**src/rtl/mem_port_arbiter_pkg.sv**
```systemverilog
// Shared definitions for the memory-port arbiter: source IDs, access sizes
// and bus widths.
package mem_port_arbiter_pkg;

  localparam int ADDR_W = 32;
  localparam int DATA_W = 32;

  // Source IDs as stored in the response-order FIFO.
  localparam logic SRC_INST = 1'b0;
  localparam logic SRC_DATA = 1'b1;

  // Access size encodings carried on *_size / mem_size.
  typedef enum logic [1:0] {
    SIZE_BYTE = 2'd0,
    SIZE_HALF = 2'd1,
    SIZE_WORD = 2'd2
  } size_e;

endpackage

```
**src/rtl/mem_port_arbiter_resp_order_fifo.sv**
```systemverilog
// resp_order_fifo: 1-bit-wide synchronous FIFO recording which source owns
// each accepted-but-unanswered request, oldest at the head.
module resp_order_fifo #(
  parameter int DEPTH = 4
) (
  input  logic clk,
  input  logic reset,
  input  logic push_i,
  input  logic din_i,
  input  logic pop_i,
  output logic head_o,
  output logic full_o,
  output logic empty_o
);

  localparam int PTR_W = $clog2(DEPTH);
  localparam int CNT_W = PTR_W + 1;

  logic [DEPTH-1:0] slot_q;
  logic [PTR_W-1:0] wr_ptr_q, wr_ptr_d;
  logic [PTR_W-1:0] rd_ptr_q, rd_ptr_d;
  logic [CNT_W-1:0] count_q, count_d;

  // Next pointers wrap naturally because DEPTH is a power of two.
  always_comb begin
    wr_ptr_d = wr_ptr_q;
    rd_ptr_d = rd_ptr_q;
    count_d  = count_q;
    if (push_i) wr_ptr_d = wr_ptr_q + PTR_W'(1);
    if (pop_i)  rd_ptr_d = rd_ptr_q + PTR_W'(1);
    if (push_i && !pop_i)      count_d = count_q + CNT_W'(1);
    else if (pop_i && !push_i) count_d = count_q - CNT_W'(1);
  end

  // Pointer and occupancy registers; reset empties the FIFO at once.
  always_ff @(posedge clk or posedge reset) begin
    if (reset) begin
      wr_ptr_q <= '0;
      rd_ptr_q <= '0;
      count_q  <= '0;
    end else begin
      wr_ptr_q <= wr_ptr_d;
      rd_ptr_q <= rd_ptr_d;
      count_q  <= count_d;
    end
  end

  // Entry storage; contents only matter between push and pop, so no reset.
  always_ff @(posedge clk) begin
    if (push_i) slot_q[wr_ptr_q] <= din_i;
  end

  assign head_o  = slot_q[rd_ptr_q];
  assign full_o  = (count_q == CNT_W'(DEPTH));
  assign empty_o = (count_q == '0);

endmodule

```
**src/rtl/mem_port_arbiter.sv**
```systemverilog
// mem_port_arbiter: shares one req/addr_ok/data_ok memory port between the
// instruction-fetch and data stages and routes in-order responses back.
//
// Handshake: a source raises *_req with stable fields and keeps them until
// its *_addr_ok pulse; the request is accepted in that cycle. Every accepted
// request (read or write) later gets exactly one *_data_ok, in acceptance
// order, no earlier than the cycle after its addr_ok. Downstream follows the
// same rules with mem_req/mem_addr_ok/mem_data_ok.
module mem_port_arbiter
  import mem_port_arbiter_pkg::*;
#(
  parameter int MAX_OUTSTANDING = 4,
  parameter int STARVE_LIMIT    = 4
) (
  input  logic              clk,
  input  logic              reset,
  input  logic              inst_req,
  input  logic              inst_wr,
  input  logic [1:0]        inst_size,
  input  logic [3:0]        inst_wstrb,
  input  logic [ADDR_W-1:0] inst_addr,
  input  logic [DATA_W-1:0] inst_wdata,
  output logic              inst_addr_ok,
  output logic              inst_data_ok,
  output logic [DATA_W-1:0] inst_rdata,
  input  logic              data_req,
  input  logic              data_wr,
  input  logic [1:0]        data_size,
  input  logic [3:0]        data_wstrb,
  input  logic [ADDR_W-1:0] data_addr,
  input  logic [DATA_W-1:0] data_wdata,
  output logic              data_addr_ok,
  output logic              data_data_ok,
  output logic [DATA_W-1:0] data_rdata,
  output logic              mem_req,
  output logic              mem_wr,
  output logic [1:0]        mem_size,
  output logic [3:0]        mem_wstrb,
  output logic [ADDR_W-1:0] mem_addr,
  output logic [DATA_W-1:0] mem_wdata,
  input  logic              mem_addr_ok,
  input  logic              mem_data_ok,
  input  logic [DATA_W-1:0] mem_rdata
);

  localparam int STARVE_W = $clog2(STARVE_LIMIT + 1);

  logic                hold_valid_q, hold_valid_d;
  logic                hold_src_q, hold_src_d;
  logic [STARVE_W-1:0] starve_cnt_q, starve_cnt_d;

  logic grant_src;
  logic granted_req;
  logic handshake;
  logic resp_pop;
  logic fifo_head, fifo_full, fifo_empty;

  // Grant: a stalled request keeps the port; otherwise data wins unless
  // the instruction side has already waited through STARVE_LIMIT data grants.
  always_comb begin
    grant_src = SRC_INST;
    if (hold_valid_q)
      grant_src = hold_src_q;
    else if (inst_req && data_req && (starve_cnt_q == STARVE_W'(STARVE_LIMIT)))
      grant_src = SRC_INST;
    else if (data_req)
      grant_src = SRC_DATA;
  end

  // Drive the downstream request from the granted source.
  always_comb begin
    granted_req = inst_req;
    mem_wr      = inst_wr;
    mem_size    = inst_size;
    mem_wstrb   = inst_wstrb;
    mem_addr    = inst_addr;
    mem_wdata   = inst_wdata;
    if (grant_src == SRC_DATA) begin
      granted_req = data_req;
      mem_wr      = data_wr;
      mem_size    = data_size;
      mem_wstrb   = data_wstrb;
      mem_addr    = data_addr;
      mem_wdata   = data_wdata;
    end
  end

  // Full is the pre-pop occupancy, so a same-cycle response cannot free a slot
  // for a new request.
  assign mem_req      = granted_req && !fifo_full && !reset;
  assign handshake    = mem_req && mem_addr_ok;
  assign inst_addr_ok = handshake && (grant_src == SRC_INST);
  assign data_addr_ok = handshake && (grant_src == SRC_DATA);

  // Responses with nothing outstanding are dropped.
  assign resp_pop     = mem_data_ok && !fifo_empty && !reset;
  assign inst_data_ok = resp_pop && (fifo_head == SRC_INST);
  assign data_data_ok = resp_pop && (fifo_head == SRC_DATA);
  assign inst_rdata   = mem_rdata;
  assign data_rdata   = mem_rdata;

  // Hold and starvation next-state: a presented but unaccepted request pins
  // the grant; the starvation count tracks data grants an instruction waits on.
  always_comb begin
    hold_valid_d = mem_req && !mem_addr_ok;
    hold_src_d   = hold_valid_d ? grant_src : hold_src_q;
    starve_cnt_d = starve_cnt_q;
    if (!inst_req || (handshake && (grant_src == SRC_INST)))
      starve_cnt_d = '0;
    else if (handshake && (grant_src == SRC_DATA) &&
             (starve_cnt_q != STARVE_W'(STARVE_LIMIT)))
      starve_cnt_d = starve_cnt_q + STARVE_W'(1);
  end

  // Arbitration state registers.
  always_ff @(posedge clk or posedge reset) begin
    if (reset) begin
      hold_valid_q <= 1'b0;
      hold_src_q   <= SRC_INST;
      starve_cnt_q <= '0;
    end else begin
      hold_valid_q <= hold_valid_d;
      hold_src_q   <= hold_src_d;
      starve_cnt_q <= starve_cnt_d;
    end
  end

  resp_order_fifo #(
    .DEPTH(MAX_OUTSTANDING)
  ) u_order_fifo (
    .clk    (clk),
    .reset  (reset),
    .push_i (handshake),
    .din_i  (grant_src),
    .pop_i  (resp_pop),
    .head_o (fifo_head),
    .full_o (fifo_full),
    .empty_o(fifo_empty)
  );

endmodule

```
**config.mk**
```make
export PLATFORM = sky130hd
export DESIGN_NAME = mem_port_arbiter
export DESIGN_NICKNAME = d
export VERILOG_FILES = /design/src/rtl/mem_port_arbiter_pkg.sv /design/src/rtl/mem_port_arbiter_resp_order_fifo.sv /design/src/rtl/mem_port_arbiter.sv
export SDC_FILE = /design/constraint.sdc
export NUM_CORES = 1
export LEC_CHECK = 0
export CORE_AREA = 2 2 125 127
export CTS_BUF_LIST = sky130_fd_sc_hd__clkbuf_16
export DETAILED_ROUTE_END_ITERATION = 16
export DIE_AREA = 0 0 127 129
export GPL_TIMING_DRIVEN = 0
export PLACE_DENSITY = 0.58
export SETUP_SLACK_MARGIN = 0.2
export SLEW_MARGIN = 40
export SYNTH_ARGS = -nofsm -noshare
export SYNTH_HDL_FRONTEND = slang
export SYNTH_HIERARCHICAL = 1
export SYNTH_SLANG_ARGS = --single-unit
```
**constraint.sdc**
```tcl
create_clock -name clk -period 2.7 [get_ports clk]
set_clock_uncertainty 0.2 [all_clocks]
set_input_delay 0.54 -clock clk [delete_from_list [all_inputs] [get_ports clk]]
set_output_delay 0.54 -clock clk [all_outputs]
set_load 0.005 [all_outputs]
```
== Word-level counts from Yosys, hierarchy flattened ==
Index checks and enable logic that the tools add are counted.

* Memories kept: 0
* Output and inout port bits: 140
* Input port bits: 180
* Latch bits: 0
* ROM bits: 0
* Flip-flop bits (word level): 16
* Word-level logic and storage cells: 65
* RAM bits: 0

* Magnitude comparators: 3
* Equality and inequality tests: 3
* Add/sub/neg operators: 5
* Divide/modulo/power cells: 0
* $mul: 0
* Reductions and logical operators: 27
* Shifts and indexed selects: 0
* Muxes and demuxes: 18
* Bitwise gates (word level): 2

{| class="wikitable"
|+ Operators with widths
! kind !! number
|-
| $mux W32 || 2
|-
| $logic_and A1 B1 Y1 || 16
|-
| $mux W3 || 4
|-
| $logic_not A1 Y1 || 7
|-
| $mux W1 || 7
|-
| $add A3 B1 Y3 const B || 2
|-
| $eq A3 B3 Y1 const B || 2
|-
| $lt A2 B3 Y1 const B || 2
|-
| $add A2 B1 Y2 const B || 2
|-
| $bwmux W4 || 1
|-
| $mux W4 || 1
|-
| $reduce_bool A2 Y1 || 2
|-
| $logic_not A3 Y1 || 1
|-
| $ne A3 B3 Y1 const B || 1
|-
| $sub A3 B1 Y3 const B || 1
|-
| $bmux W1 S2 || 1
|-
| $demux W1 S2 || 1
|-
| $ge A2 B1 Y1 const B || 1
|-
| $mux W2 || 1
|-
| $not A1 Y1 || 2
|-
| $logic_or A1 B1 Y1 || 1
|}

== Depth between registers and ports, before layout ==
Gate-level depths: netlist of run 1.

* Depth in word-level cells: 12
* Depth in mapped cells: 13
* Gate-level depth less buffers: 11

== By module ==
Netlist of run 1, hierarchy kept.

{| class="wikitable"
|+ Modules (own cells, without submodules)
! module !! area each (um2) !! times used !! cells an instance !! sequential area each (um2)
|-
| mem_port_arbiter || 1938.1 || 1 || 187 || 125.1
|-
| resp_order_fifo || 536.8 || 1 || 40 || 295.3
|}

== Worst setup path before layout of run 1 ==
Ideal clock, no wire load.

* Path kind: flip-flop to flip-flop
* Start: register starve_cnt_q[0]
* End: register u_order_fifo.count_q[2]
* Period minus slack after synthesis: 2.917 ns
* Arrival: 2.637 ns
* Cell stages (with the launch flop): 14
* Path buffers: 2
* Required time: 2.421 ns
* Slack: -0.217 ns
* Library setup time: 0.079 ns
* Path through: dfrtp_1 > inv_1 > ha_1 > and3_1 > o21a_1 > buf_6 > buf_6 > a21oi_1 > ha_1 > inv_1 > fa_1 > xor2_1 > nor2_1 > xor2_1

* Word-level cells in the longest chain between the ends: 11
* Elaborated cells between the ends (all ways): 13
* Those cells by class: eq/ne: 1; mux: 4; reduce/logical: 8

{| class="wikitable"
|+ RTL lines
! item !! line !! source
|-
| start, declared || mem_port_arbiter.sv:50 || <nowiki>logic [STARVE_W-1:0] starve_cnt_q, starve_cnt_d;</nowiki>
|-
| start signal, assigned || mem_port_arbiter.sv:124 || <nowiki>starve_cnt_q <= starve_cnt_d;</nowiki>
|-
| $eq A3 B3 Y1 * || mem_port_arbiter.sv:64 || <nowiki>else if (inst_req && data_req && (starve_cnt_q == STARVE_W'(STARVE_LIMIT)))</nowiki>
|-
| $logic_and A1 B1 Y1 * || mem_port_arbiter.sv:64 ||
|-
| $mux W1 * || mem_port_arbiter.sv:64 ||
|-
| $mux W1 * || mem_port_arbiter.sv:62 || <nowiki>if (hold_valid_q)</nowiki>
|-
| $mux W1 * || mem_port_arbiter.sv:78 || <nowiki>if (grant_src == SRC_DATA) begin</nowiki>
|-
| $logic_and A1 B1 Y1 * (2 in series) || mem_port_arbiter.sv:90 || <nowiki>assign mem_req = granted_req && !fifo_full && !reset;</nowiki>
|-
| $logic_and A1 B1 Y1 * || mem_port_arbiter.sv:91 || <nowiki>assign handshake = mem_req && mem_addr_ok;</nowiki>
|-
| named net handshake || mem_port_arbiter.sv:54 || <nowiki>logic handshake;</nowiki>
|-
| $logic_not A1 Y1 || mem_port_arbiter_resp_order_fifo.sv:32 || <nowiki>else if (pop_i && !push_i) count_d = count_q - CNT_W'(1);</nowiki>
|-
| $logic_and A1 B1 Y1 || mem_port_arbiter_resp_order_fifo.sv:32 ||
|-
| $reduce_bool A2 Y1 (no source line) || -- ||
|-
| end signal, assigned || mem_port_arbiter_resp_order_fifo.sv:44 || <nowiki>count_q <= count_d;</nowiki>
|-
| end, declared || mem_port_arbiter_resp_order_fifo.sv:22 || <nowiki>logic [CNT_W-1:0] count_q, count_d;</nowiki>
|}

Mark *: on every way through the listed nets, which the timed path passes. The rest lies on a longest branch.
A chain may end at the register's enable or synchronous reset.

== Worst setup path after layout of run 1 ==
* Start: register starve_cnt_q[0]
* End: output mem_wdata[11]

* Word-level cells in the longest chain between the ends: 5

{| class="wikitable"
|+ RTL lines
! item !! line !! source
|-
| $eq A3 B3 Y1 || mem_port_arbiter.sv:64 ||
|-
| $logic_and A1 B1 Y1 || mem_port_arbiter.sv:64 ||
|-
| $mux W1 || mem_port_arbiter.sv:64 ||
|-
| $mux W1 || mem_port_arbiter.sv:62 ||
|-
| $mux W32 || mem_port_arbiter.sv:78 ||
|-
| end, declared || mem_port_arbiter.sv:40 || <nowiki>output logic [DATA_W-1:0] mem_wdata,</nowiki>
|}

No other way between the ends.

==> results.toml, run 1 <==
[sta]
maxClockFrequency_mhz = 354.4
setup_slack_ns = -0.1217
hold_viol_final = 0
tightestPinTransition_ns = 0.4255
finalMaxSlewViolations = 0
final.min_clock_period_ns = 2.822
period_share = 1.045
setup_viol = 47
maxSlewHeadroom = 0.7151
rsz0062_at_grt = "yes"
hold_slack_ns = 0.2256

[worst_setup_path]
critPathKind = "register to output port"
required_ns = 1.96
setup.worst_path.start_class = "register"
crit_fanout = 10
critPathArrivalTime_ns = 2.08
crit_path_end_kind = "output port"

[global_routing]
grt_pass1_vias = 3014
grt_pass1_wl_um = 16620
grt_max_degree = 11
overflow = 0
antenna_found_initial = 0
grt_usage = 0.1294

[outcome]
status = "finished, violations left"
violations = "setup timing"

[synth]
synth_simple_gate_area_share = 0.06067
synth_compound_area_frac = 0.03236
syn_nets = 415
synth_area_um2 = 2475
synthCells = 227
avgSynthCellArea_um2 = 10.90
synth_top_family_by_area = "multiplexers"
yosysTopAreaCell = "mux2_4"
synthXorXnorAreaFrac = 0.02123
seq_area_frac_synth = 0.1699
ys_types = 32
yosysWarnings = 6
synthAdderAreaFrac = 0.04348
synth_top_cell_area_share = 0.3519
synth_mux_area_frac = 0.4292
synth_area_leaders = "mux2_4 35%, buf_4 19%, dfrtp_1 12%"
yosys_register_bits = 16

[die]
coreArea_um2 = 14980
die_h_um = 129
die_area_um2 = 16380
initial_core_util = 0.1652
fp.dieW_um = 127
rows = 45
top_level_ports = 320

[final_layout]
fillCellCount = 1442
diodes = 0
num-nets-final = 747
layout-drive-gt1-share = 0.4928
area_delta_synth_final_pct = 155.8

[drt]
drc = 0
firstDrtPassIters = 4
ant_nets = 0
routed_wl_um = 11940
drt_iter0_markers = 54
num_vias = 2870
viasPerCell = 3.847
wl_per_cell_um = 16.01

[power_and_ir_drop]
power_density_nw_per_um2 = 389.6
finalPower_mw = 2.466
irDropWorstVdd_v = 0.0002544
leakage_nw = 2.921

[placement]
place_congestion = 0.7003
hpwlAfterDp_um = 9738
port_buffers = 287

[clocking]
clock-sinks = 16
htreeDepth = 1
clkLatencyLatePin_ns = 0.25
cts_tree = "built"
clk_path_buf_depth = 2
ctsHoldBuffers = 0
ctsRootBufferMaster = "clkbuf_16"
cts.clk_slew.worst_paths_ns = 0.05
numCtsBuffers = 3

[min_path]
hp-class = "input port to async pin"

[run]
maxCapViolations = 0
==> cell usage after synthesis <==
| cell | instances |
|---|---|
| a21oi_1 | 7 |
| and2_1 | 5 |
| and3_1 | 1 |
| buf_2 | 1 |
| buf_4 | 64 |
| buf_6 | 7 |
| dfrtp_1 | 12 |
| edfxtp_1 | 4 |
| fa_1 | 1 |
| ha_1 | 7 |
| inv_1 | 9 |
| inv_2 | 1 |
| mux2_1 | 1 |
| mux2_2 | 14 |
| mux2_4 | 58 |
| mux4_2 | 1 |
| nand2_1 | 4 |
| nand2b_1 | 2 |
| nand3b_1 | 1 |
| nand4_1 | 2 |
| nor2_1 | 4 |
| nor2b_1 | 1 |
| nor3_1 | 4 |
| nor3b_1 | 2 |
| o211a_1 | 1 |
| o211ai_1 | 1 |
| o21a_1 | 1 |
| o21ai_0 | 3 |
| o21ai_1 | 1 |
| or3b_1 | 1 |
| xnor2_1 | 2 |
| xor2_1 | 4 |
==> layout by cell type, fill, tap and decap left out, types with 5 or more instances in the layout <==
master,synthesis,final
and2_1,5,5
buf_6,7,68
a21oi_1,7,6
mux2_2,14,8
mux2_4,58,64
clkdlybuf4s50_1,0,208
dlygate4sd2_1,0,5
clkbuf_2,0,8
buf_12,0,10
buf_4,64,86
ha_1,7,5
inv_1,9,6
buf_2,1,5
dfrtp_1,12,12
buf_16,0,5
==> critical path, stage by stage (launching register included) <==
cell and delay, ns:
dfrtp_1 0.36, inv_2 0.06, ha_4 0.15, and3_4 0.17, o21a_4 0.23, buf_12 0.16, buf_6 0.12, buf_12 0.14
mux2_4 0.31, buf_6 0.12
==> worst paths after layout <==
check / startpoint / endpoint / slack (ns) / cells after the start
max in group asynchronous: reset / u_order_fifo/count_q[2]$_DFFE_PP0P_ / 1.83 / 2
min in group clk: u_order_fifo/rd_ptr_q[1]$_DFFE_PP0P_ / u_order_fifo/rd_ptr_q[1]$_DFFE_PP0P_ / 0.29 / 1
worst max register to register: starve_cnt_q[0]$_DFFE_PP0P_ / u_order_fifo/count_q[2]$_DFFE_PP0P_ / -0.05 / 14
worst min register to register: u_order_fifo/rd_ptr_q[1]$_DFFE_PP0P_ / u_order_fifo/rd_ptr_q[1]$_DFFE_PP0P_ / 0.29 / 1
worst min-delay path: reset / starve_cnt_q[2]$_DFFE_PP0P_ / 0.23 / 2
worst max-delay path: starve_cnt_q[0]$_DFFE_PP0P_ / mem_wdata[11] / -0.12 / 9
==> per-layer routing <==
layer / vias up / global-route usage / share of wire
li1: 1379 / - / -
met1: 1335 / 0.1465 / 0.37
met2: 153 / 0.2581 / 0.55
met3: 3 / 0.02578 / 0.076
met4: 0 / 0.01164 / 0.0028
met5: - / 0 / 0
==> state kept, by name, indices dropped and copies added, names as in the netlist <==
signal                 count
u_order_fifo/rd_ptr_q      2
hold_src_q                 1
hold_valid_q               1
starve_cnt_q               3
u_order_fifo/slot_q        4
u_order_fifo/count_q       3
u_order_fifo/wr_ptr_q      2
==> cells by family after synthesis <==
kind of cell,after synthesis
fa+ha+maj,8
simple gates,27
xor+xnor,6
flops,16
buf+inv,82
compound gates,14
mux,74
==> what timing repair did <==
item                                    4_1_cts  5_1_grt
pin swaps                                     8        6
endpoints found under the setup margin       78       76
gates resized for setup                     391       13
cloned                                        5        0
setup buffers                                30        5
==> cell type report <==
type,instances,area [um2],share of cell area
sequential,16,420.4,0.06640
buffer,72,635.6,0.1004
clock buffer,3,75.07,0.01186
clock inverter,1,3.754,0.0005929
tap,188,235.2,0.03715
inverter,10,50.05,0.007905
timing repair buffer,327,3352,0.5294
multi-input combinational,129,1559,0.2462
==> where the power goes <==
part	internal [mW]	leakage, nW	switching [mW]
clock network	0.197	0.0385	0.0937
logic	1.22	2.70	0.559
registers	0.324	0.186	0.0724
==> stage by stage <==
step	worst slack (ns)	std cells	area (um2)	setup TNS, ns	utilization
after floorplan	0.09901	227	2507	0	-
after global placement	-0.6939	702	5615	-46.38	0.3749
after detailed placement	-0.6773	702	5615	-46.24	0.3749
after CTS	-0.1202	741	6297	-3.790	0.4205
after global routing	-0.1762	746	6331	-7.815	0.4227
final	-0.1217	746	6331	-4.198	0.4227
(Power assumes the default switching activity.)
==> run 2: changes to the inputs <==
--- a/config.mk
+++ b/config.mk
@@ -11,7 +11,6 @@
 export DIE_AREA = 0 0 127 129
 export GPL_TIMING_DRIVEN = 0
 export PLACE_DENSITY = 0.58
-export SETUP_SLACK_MARGIN = 0.2
 export SLEW_MARGIN = 40
 export SYNTH_ARGS = -nofsm -noshare
 export SYNTH_HDL_FRONTEND = slang
==> results.toml, run 2 (synthesis results as in run 1) <==
[outcome]
status = "finished, violations left"
violations = "setup timing"

[global_routing]
grt_pass1_wl_um = 17310
overflow = 0
grt_pass1_vias = 2978
antenna_found_initial = 0
grt_max_degree = 11
grt_usage = 0.1349

[worst_setup_path]
regToRegStartpoint = "starve_cnt_q[0]$_DFFE_PP0P_"
critPathArrivalTime_ns = 2.02
startpoint = "starve_cnt_q[0]$_DFFE_PP0P_"
required_ns = 1.96
setup.worst_path.start_class = "register"
critPathKind = "register to output port"
crit_path_end_kind = "output port"
reg2reg_slack_ns = 0.02
reg2reg_depth = 13
crit_fanout = 5
reg2reg_to = "u_order_fifo/count_q[2]$_DFFE_PP0P_"

[die]
fp.dieW_um = 127
die_area_um2 = 16380
top_level_ports = 320
coreArea_um2 = 14980
rows = 45
die_h_um = 129
initial_core_util = 0.1652

[sta]
setup_slack_ns = -0.06302
hold_viol_final = 0
maxClockFrequency_mhz = 361.9
tightestPinTransition_ns = 0.3440
period_share = 1.023
hold_slack_ns = 0.2382
rsz0062_at_grt = "yes"
finalMaxSlewViolations = 0
final.min_clock_period_ns = 2.763
maxSlewHeadroom = 0.7689
setup_viol = 54
tns_ns = -1.739

[placement]
hpwlAfterDp_um = 10210
place_congestion = 0.8029
port_buffers = 287

[drt]
firstDrtPassIters = 4
met2_wirelength_um = 6579
num_vias = 2846
wl_per_cell_um = 17.21
drt_iter0_markers = 53
highest_layer = "met4"
viasPerCell = 3.877
wl_met1_um = 4774
ant_nets = 0
met3_length_um = 1207
drc = 0
routed_wl_um = 12640

[clocking]
htreeDepth = 1
clk_path_buf_depth = 2
clock-sinks = 16
cts_tree = "built"
numCtsBuffers = 3
cts.clk_slew.worst_paths_ns = 0.05
ctsRootBufferMaster = "clkbuf_16"
ctsHoldBuffers = 0
clkLatencyLatePin_ns = 0.24

[final_layout]
reg_top3 = "u_order_fifo/slot_q x4, starve_cnt_q x3, u_order_fifo/count_q x3"
diodes = 0
area_delta_synth_final_pct = 149.3
mostFrequentLayoutCells = "211 x clkdlybuf4s50_1, 80 x buf_4, 65 x mux2_4, 57 x buf_6, 18 x clkbuf_2"
num-nets-final = 735
top_register = "u_order_fifo/slot_q"
layout_commonest_cell = "clkdlybuf4s50_1"
utilization = 0.4119
layout-drive-gt1-share = 0.4799
largest_reg_flops = 4

[run]
maxCapViolations = 0

[power_and_ir_drop]
leakage_nw = 2.837
power_density_nw_per_um2 = 389.0
irDropWorstVdd_v = 0.0002284

[min_path]
hp-class = "input port to async pin"
-- run 2: cell count changes in the layout (fill, tap and decap cells not counted), moves of 2 or more --
| cell | change |
|---|---|
| buf_16 | -2 |
| buf_2 | -4 |
| buf_4 | -6 |
| buf_6 | -11 |
| clkbuf_16 | +3 |
| clkbuf_2 | +10 |
| clkdlybuf4s15_2 | -2 |
| clkdlybuf4s50_1 | +3 |
| dlygate4sd2_1 | -2 |
-- run 2: worst max path at each step --
stage	to	depth (start not counted)
finish	mem_addr[30]	9
global route	mem_addr[17]	8
CTS	mem_wstrb[2]	8
detailed placement	mem_wstrb[2]	7
global placement	mem_wstrb[2]	7
floorplan	u_order_fifo/count_q[2]$_DFFE_PP0P_	13
-- run 2: where the power goes --
group / switching [mW] / internal [mW]
logic: 0.557 / 1.16
clock network: 0.0867 / 0.196
registers: 0.0774 / 0.324
-- run 2: per-layer routing --
metal / global-route usage / vias up
met2: 0.2533 / 151
li1: - / 1356
met5: 0 / -
met4: 0.01551 / 0
met3: 0.04116 / 6
met1: 0.1553 / 1333
-- run 2: what timing repair did --
action | in CTS | in global routing
pin swaps | 6 | 3
endpoints found under the setup margin | 78 | 75
setup buffers | 19 | 4
cloned | 6 | 3
resized for setup | 335 | 47
-- run 2: final cells by class --
class	count	area (um2)
fill	1451	8807
buffer	71	620.6
clock inverter	1	3.754
multi-input combinational	129	1554
timing repair buffer	316	3218
sequential	16	420.4
clock buffer	3	75.07
inverter	10	42.54
tap	188	235.2
-- run 2: per-stage QoR --
step,instance area (um2),setup WS [ns],power [mW],cells
6_report,6170,-0.06302,2.400,734
5_1_grt,6170,-0.1200,2.552,734
4_1_cts,6142,-0.1752,2.396,731
3_5_place_dp,5603,-0.7011,1.843,702
3_3_place_gp,5603,-0.6962,1.823,702
2_1_floorplan,2495,0.01935,1.074,227
-- run 2: worst max-delay path: stages (launching register included) --
cell and delay (ns):
dfrtp_1 0.36, inv_2 0.06, ha_4 0.16, and3_4 0.17, o21a_4 0.25, buf_12 0.14, buf_16 0.12, buf_6 0.11
mux2_4 0.29, buf_6 0.12
